`src/rtl/shift_op_sequencer_if.sv`:
```
// shift_op_sequencer_if
// Bundles the request, shifter-drive, result and status signals of the
// shift-operation sequencer into one interface.
//   slave  modport : the sequencer side (accepts requests, drives the shifter,
//                    presents results and status).
//   master modport : the environment side (producer, shifter, consumer).
// Ports carried:
//   in_valid/in_ready/in_data/in_amt      request handshake
//   sh_a/sh_c/sh_o                        to/from the combinational shifter
//   out_valid/out_ready/out_data/out_amt  result handshake
//   count/busy                            occupancy status
interface shift_op_sequencer_if #(
  parameter int DATA_W = 16,
  parameter int AMT_W  = 4,
  parameter int DEPTH  = 4
);
  localparam int CNT_W = $clog2(DEPTH) + 1;

  logic              in_valid;
  logic              in_ready;
  logic [DATA_W-1:0] in_data;
  logic [AMT_W-1:0]  in_amt;
  logic [DATA_W-1:0] sh_a;
  logic [AMT_W-1:0]  sh_c;
  logic [DATA_W-1:0] sh_o;
  logic              out_valid;
  logic              out_ready;
  logic [DATA_W-1:0] out_data;
  logic [AMT_W-1:0]  out_amt;
  logic [CNT_W-1:0]  count;
  logic              busy;

  modport slave (
    input  in_valid, in_data, in_amt, sh_o, out_ready,
    output in_ready, sh_a, sh_c, out_valid, out_data, out_amt, count, busy
  );

  modport master (
    output in_valid, in_data, in_amt, sh_o, out_ready,
    input  in_ready, sh_a, sh_c, out_valid, out_data, out_amt, count, busy
  );
endinterface

```
`src/rtl/shift_op_sequencer.sv`:
```
// shift_op_sequencer
// Sequential front/back end for an external combinational barrel shifter.
// Requests {operand, amount} are queued in a DEPTH-entry FIFO; the head entry
// drives the shifter inputs, and the shifter output is captured into a
// registered result stage with a valid/ready handshake.
// Ports:
//   clk  rising-edge clock
//   rst  synchronous active-high reset (flushes queue and pending result)
//   bus  shift_op_sequencer_if.slave (request, shifter, result, status)
module shift_op_sequencer #(
  parameter int DATA_W = 16,
  parameter int AMT_W  = 4,
  parameter int DEPTH  = 4
) (
  input  logic                   clk,
  input  logic                   rst,
  shift_op_sequencer_if.slave    bus
);
  localparam int PTR_W = $clog2(DEPTH);
  localparam int CNT_W = PTR_W + 1;

  logic [DATA_W-1:0] data_mem_q [DEPTH];
  logic [DATA_W-1:0] data_mem_d [DEPTH];
  logic [AMT_W-1:0]  amt_mem_q  [DEPTH];
  logic [AMT_W-1:0]  amt_mem_d  [DEPTH];
  logic [PTR_W-1:0]  wr_ptr_q, wr_ptr_d;
  logic [PTR_W-1:0]  rd_ptr_q, rd_ptr_d;
  logic [CNT_W-1:0]  count_q, count_d;
  logic              out_valid_q, out_valid_d;
  logic [DATA_W-1:0] out_data_q, out_data_d;
  logic [AMT_W-1:0]  out_amt_q, out_amt_d;

  logic              not_empty;
  logic              in_ready;
  logic              push;
  logic              issue;
  logic [DATA_W-1:0] head_a;
  logic [AMT_W-1:0]  head_c;

  // in_ready deliberately ignores a same-cycle pop, so a full FIFO
  // rejects a request even while it is issuing.
  always_comb begin
    not_empty = (count_q != '0);
    in_ready  = (count_q < CNT_W'(DEPTH));
    push      = bus.in_valid & in_ready;
    issue     = not_empty & (~out_valid_q | bus.out_ready);
    head_a    = not_empty ? data_mem_q[rd_ptr_q] : '0;
    head_c    = not_empty ? amt_mem_q[rd_ptr_q]  : '0;
  end

  assign bus.in_ready  = in_ready;
  assign bus.sh_a      = head_a;
  assign bus.sh_c      = head_c;
  assign bus.out_valid = out_valid_q;
  assign bus.out_data  = out_data_q;
  assign bus.out_amt   = out_amt_q;
  assign bus.count     = count_q;
  assign bus.busy      = not_empty | out_valid_q;

  always_comb begin
    data_mem_d  = data_mem_q;
    amt_mem_d   = amt_mem_q;
    wr_ptr_d    = wr_ptr_q;
    rd_ptr_d    = rd_ptr_q;
    count_d     = count_q;
    out_valid_d = out_valid_q;
    out_data_d  = out_data_q;
    out_amt_d   = out_amt_q;

    if (push) begin
      data_mem_d[wr_ptr_q] = bus.in_data;
      amt_mem_d[wr_ptr_q]  = bus.in_amt;
      wr_ptr_d             = wr_ptr_q + PTR_W'(1);
    end

    // The shifter is combinational, so its output for the head entry is
    // already valid in the issue cycle and can be captured directly.
    if (issue) begin
      out_data_d  = bus.sh_o;
      out_amt_d   = head_c;
      out_valid_d = 1'b1;
      rd_ptr_d    = rd_ptr_q + PTR_W'(1);
    end else if (out_valid_q & bus.out_ready) begin
      out_valid_d = 1'b0;
    end

    case ({push, issue})
      2'b10:   count_d = count_q + CNT_W'(1);
      2'b01:   count_d = count_q - CNT_W'(1);
      default: count_d = count_q;
    endcase
  end

  always_ff @(posedge clk) begin
    if (rst) begin
      for (int i = 0; i < DEPTH; i++) begin
        data_mem_q[i] <= '0;
        amt_mem_q[i]  <= '0;
      end
      wr_ptr_q    <= '0;
      rd_ptr_q    <= '0;
      count_q     <= '0;
      out_valid_q <= 1'b0;
      out_data_q  <= '0;
      out_amt_q   <= '0;
    end else begin
      data_mem_q  <= data_mem_d;
      amt_mem_q   <= amt_mem_d;
      wr_ptr_q    <= wr_ptr_d;
      rd_ptr_q    <= rd_ptr_d;
      count_q     <= count_d;
      out_valid_q <= out_valid_d;
      out_data_q  <= out_data_d;
      out_amt_q   <= out_amt_d;
    end
  end
endmodule

```
`src/flat_wrapper.sv`:
```
// flat-port wrapper written by rule: the top's interface ports become plain ports
module shift_op_sequencer_flat 
#(
  parameter int DATA_W = 16,
  parameter int AMT_W  = 4,
  parameter int DEPTH  = 4
)
  (clk, rst, bus_in_valid, bus_in_data, bus_in_amt, bus_sh_o, bus_out_ready, bus_in_ready, bus_sh_a, bus_sh_c, bus_out_valid, bus_out_data, bus_out_amt, bus_count, bus_busy);
  shift_op_sequencer_if #(.DATA_W(DATA_W), .AMT_W(AMT_W), .DEPTH(DEPTH)) bus_i ();
  input  logic clk;
  input  logic rst;
  input wire logic [$bits(bus_i.in_valid)-1:0] bus_in_valid;
  input wire logic [$bits(bus_i.in_data)-1:0] bus_in_data;
  input wire logic [$bits(bus_i.in_amt)-1:0] bus_in_amt;
  input wire logic [$bits(bus_i.sh_o)-1:0] bus_sh_o;
  input wire logic [$bits(bus_i.out_ready)-1:0] bus_out_ready;
  output wire logic [$bits(bus_i.in_ready)-1:0] bus_in_ready;
  output wire logic [$bits(bus_i.sh_a)-1:0] bus_sh_a;
  output wire logic [$bits(bus_i.sh_c)-1:0] bus_sh_c;
  output wire logic [$bits(bus_i.out_valid)-1:0] bus_out_valid;
  output wire logic [$bits(bus_i.out_data)-1:0] bus_out_data;
  output wire logic [$bits(bus_i.out_amt)-1:0] bus_out_amt;
  output wire logic [$bits(bus_i.count)-1:0] bus_count;
  output wire logic [$bits(bus_i.busy)-1:0] bus_busy;
  assign bus_i.in_valid = bus_in_valid;
  assign bus_i.in_data = bus_in_data;
  assign bus_i.in_amt = bus_in_amt;
  assign bus_i.sh_o = bus_sh_o;
  assign bus_i.out_ready = bus_out_ready;
  assign bus_in_ready = bus_i.in_ready;
  assign bus_sh_a = bus_i.sh_a;
  assign bus_sh_c = bus_i.sh_c;
  assign bus_out_valid = bus_i.out_valid;
  assign bus_out_data = bus_i.out_data;
  assign bus_out_amt = bus_i.out_amt;
  assign bus_count = bus_i.count;
  assign bus_busy = bus_i.busy;
  shift_op_sequencer #(.DATA_W(DATA_W), .AMT_W(AMT_W), .DEPTH(DEPTH)) u_core (.clk(clk), .rst(rst), .bus(bus_i));
endmodule
```
`config.mk`:
```
export PLATFORM = sky130hd
export DESIGN_NAME = shift_op_sequencer_flat
export DESIGN_NICKNAME = d
export VERILOG_FILES = /design/src/rtl/shift_op_sequencer_if.sv /design/src/rtl/shift_op_sequencer.sv /design/src/flat_wrapper.sv
export SDC_FILE = /design/constraint.sdc
export NUM_CORES = 1
export LEC_CHECK = 0
export ABC_CLOCK_PERIOD_IN_PS = 2100
export CAP_MARGIN = 20
export CORE_MARGIN = 2
export CORE_UTILIZATION = 47
export DETAILED_ROUTE_END_ITERATION = 10
export PLACE_DENSITY = 0.76
export SYNTH_ARGS = -nofsm -noshare
export SYNTH_HDL_FRONTEND = slang
export SYNTH_SLANG_ARGS = --single-unit
export TNS_END_PERCENT = 10
```
`constraint.sdc`:
```
create_clock -name clk -period 2.1 [get_ports clk]
set_input_delay 0.21 -clock clk [delete_from_list [all_inputs] [get_ports clk]]
set_output_delay 0.21 -clock clk [all_outputs]
set_load 0.02 [all_outputs]
```
==> impl_metrics.csv <==
group,metric,value,unit
sta,hold_ws,0.2647,ns
clocking,ctsHoldBuffers,0,
yosys,postSynthAreaPerCell,8.521,um2
yosys,synthTopCellsByCount,"nand2_1, dfxtp_1, a21oi_1, clkbuf_1, o21ai_0",
die,fp.dieArea,0.01063,mm2
clocking,cts_root_buf,"clkbuf_8",
worst_setup_path,critPathLaunch,"u_core.rd_ptr_q[0]$_SDFFE_PP0P_",
yosys,yosysTopAreaCellShare,46.82,%
drt,drtIter0Drc,295,
sta,slew-limit-headroom,71.52,%
worst_setup_path,rr_startpoint,"u_core.bus.out_valid$_SDFFE_PP0P_",
drt,dr.pass1.iters,5,
worst_setup_path,path_class,"reg -> out",
sta,report.final.hold_viol_count,0,
drt,routed_wl,11740,um
global_routing,grt_pass1_wl,18510,um
yosys,synth_top_area_cell,"dfxtp_1",
die,ios,86,
finish,diodes,0,
clocking,cts_tree,"yes",
clocking,clkTransAtPathRegs,0.11,ns
yosys,synth_warnings,0,
yosys,synth-seq-cells,108,
run_status,status,"finished clean",
hold_path,hp-start,"rst",
sta,setup_viol,0,
placement,routabilityCongestion,0.7565,
worst_setup_path,worstPathArrival,1.84,ns
finish,post_route_cells_drive_above_1_share,12.56,%
yosys,netlist_area,0.004618,mm2
global_routing,grt_pass1_vias,3830,
clocking,clock-sinks,108,
hold_path,hold_path.class,"in -> reg",
yosys,ys.flop_type,"dfxtp_1",
worst_setup_path,crit_fanout,7,
yosys,synth_edf_count,0,
sta,slew_violations,0,
yosys,ys_seq_area_share,46.82,%
worst_setup_path,critPathLaunchType,"register",
clocking,cts_inserted_buffers,9,
finish,areaGrowthSynthToFinish,25.77,%
sta,layout_min_cycle_time,2.054,ns
placement,dpl.hpwl,7277,um
die,start_util,47.91,%
die,die_x,103.1,um
sta,tightestPinTransition,0.4271,ns
yosys,synth_cells,542,
sta,fmax,486.8,MHz
pwr,cellPowerDensity,1109,mW/mm2
global_routing,globalRouteOverflowTotal,0,
drt,antenna_left,0,
sta,rsz0062_at_grt,"yes",
die,std_cell_rows,36,
drt,viasPerCell,5.405,
global_routing,grt_max_degree,74,
pwr,peakVddDrop,0.6255,mV
sta,setup_tns,0,ns
pwr,leakagePower,0.002092,uW
global_routing,antenna_found_initial,0,
yosys,synth_most_common_cell,"nand2_1",
yosys,synth_area_leaders,"dfxtp_1, nand2_1, a21oi_1",
placement,numPortBuffers,85,
drt,vias,4075,
sta,finalClockSkew,0.01414,ns
finish,fillers,868,
drt,wl_per_cell,15.58,um
worst_setup_path,end_kind,"output pin",
clocking,clk_latency,0.37,ns
drt,route.detailed.drc,0,
die,die_h,103.1,um
clocking,clockBufferDepth,2,
clocking,h-tree-depth,3,
yosys,yosysUniqueCellTypes,27,
job,drv_cap,0,
worst_setup_path,critPathRequiredTime,1.89,ns
yosys,synth-async-reset-ratio,0,%
die,core,0.009639,mm2
yosys,syn-num-nets,588,
sta,period_share,97.81,%
global_routing,grt.total_usage,22.36,%
finish,nNetsFinal,662,
## cell type report
class | count | area (um2) | share of cell area [%]
flip-flops and latches | 108 | 2168 | 37.33
clock inverters | 7 | 67.56 | 1.163
multi-input cells | 381 | 2208 | 38.02
well taps | 133 | 166.4 | 2.865
repair buffers | 108 | 1044 | 17.97
clock buffers | 9 | 123.9 | 2.133
inverters | 8 | 30.03 | 0.5170
## what timing repair did
action,4_1_cts,5_1_grt
buffers inserted,2,0
hold endpoints to repair,0,0
endpoints found under the setup margin,20,15
gates cloned,1,0
pin swaps,0,0
resized for setup,61,17
## critical path, stage by stage (launching register included)
cell and delay [ns]:
dfxtp_4 0.38, buf_4 0.12, buf_12 0.13, mux4_1 0.53, and2_1 0.18, buf_2 0.16
## cell families after synthesis
| group | synth area share [%] |
|---|---|
| AO/OA/AOI/OAI | 14.03 |
| XOR/XNOR | 0.5691 |
| adder cells (fa/ha/maj) | 1.788 |
| buffers and inverters | 5.229 |
| flip-flops | 46.82 |
| multiplexers | 10.54 |
| AND/OR/NAND/NOR | 21.02 |
## routing by layer
metal  wire [um]  vias to the layer above  part of all wire (%)  GRT usage, %
met5           0                        -                     0             0
met3         633                       15                   5.4         3.864
met1        4937                     1967                    42         28.19
met2        6059                      124                    52         39.41
li1            -                     1969                     -             -
met4         113                        0                  0.96         6.377
## state kept, by name (all words and copies together) (netlist names)
name                  flops
u_core.amt_mem_q         16
u_core.rd_ptr_q           2
u_core.bus.out_valid      1
u_core.wr_ptr_q           2
u_core.bus.count          3
u_core.bus.out_data      16
u_core.bus.out_amt        4
u_core.data_mem_q        64
## power breakdown
part	internal, uW	switching [uW]
Sequential	2330	165
Combinational	1250	1480
Clock	463	750
## through the flow
stage	area [um2]	worst slack [ns]	cells	util [%]	total power [uW]
after floorplan	4619	0.08565	542	-	4154
after CTS	5817	-0.001021	754	60.35	6449
after detailed placement	5635	-0.1402	735	58.46	5192
after global placement	5635	-0.09065	735	58.46	5117
after global routing	5808	-0.02465	754	60.25	6820
final	5808	0.04589	754	60.25	6439
## worst paths after layout
path	to	slack, ns	depth (start not counted)
worst min-delay path	u_core.bus.count[0]$_SDFFE_PP0P_	0.26	2
worst min register to register	u_core.data_mem_q[13]$_SDFFE_PP0P_	0.46	2
worst max-delay path	bus_sh_a[2]	0.05	5
worst max register to register	u_core.bus.count[2]$_SDFFE_PP0P_	0.15	8
## cell usage in the layout, fill, tap and decap left out, types with 2 or more instances in the layout
cell / n
nand2_1: 160
dfxtp_1: 105
a21oi_1: 104
clkdlybuf4s50_1: 63
o21ai_0: 22
nand3_1: 20
and2_1: 19
buf_4: 18
mux4_2: 16
buf_2: 10
clkbuf_8: 9
inv_1: 8
nor2_1: 6
ha_1: 5
buf_12: 5
mux4_1: 4
and3b_1: 4
nand3b_1: 4
clkdlybuf4s15_1: 4
clkbuf_2: 4
or3_1: 3
inv_8: 3
clkinv_4: 3
nor2b_1: 2
nand2b_1: 2
xor2_1: 2
dfxtp_2: 2
No activity file was read; power rests on OpenSTA's default activity.
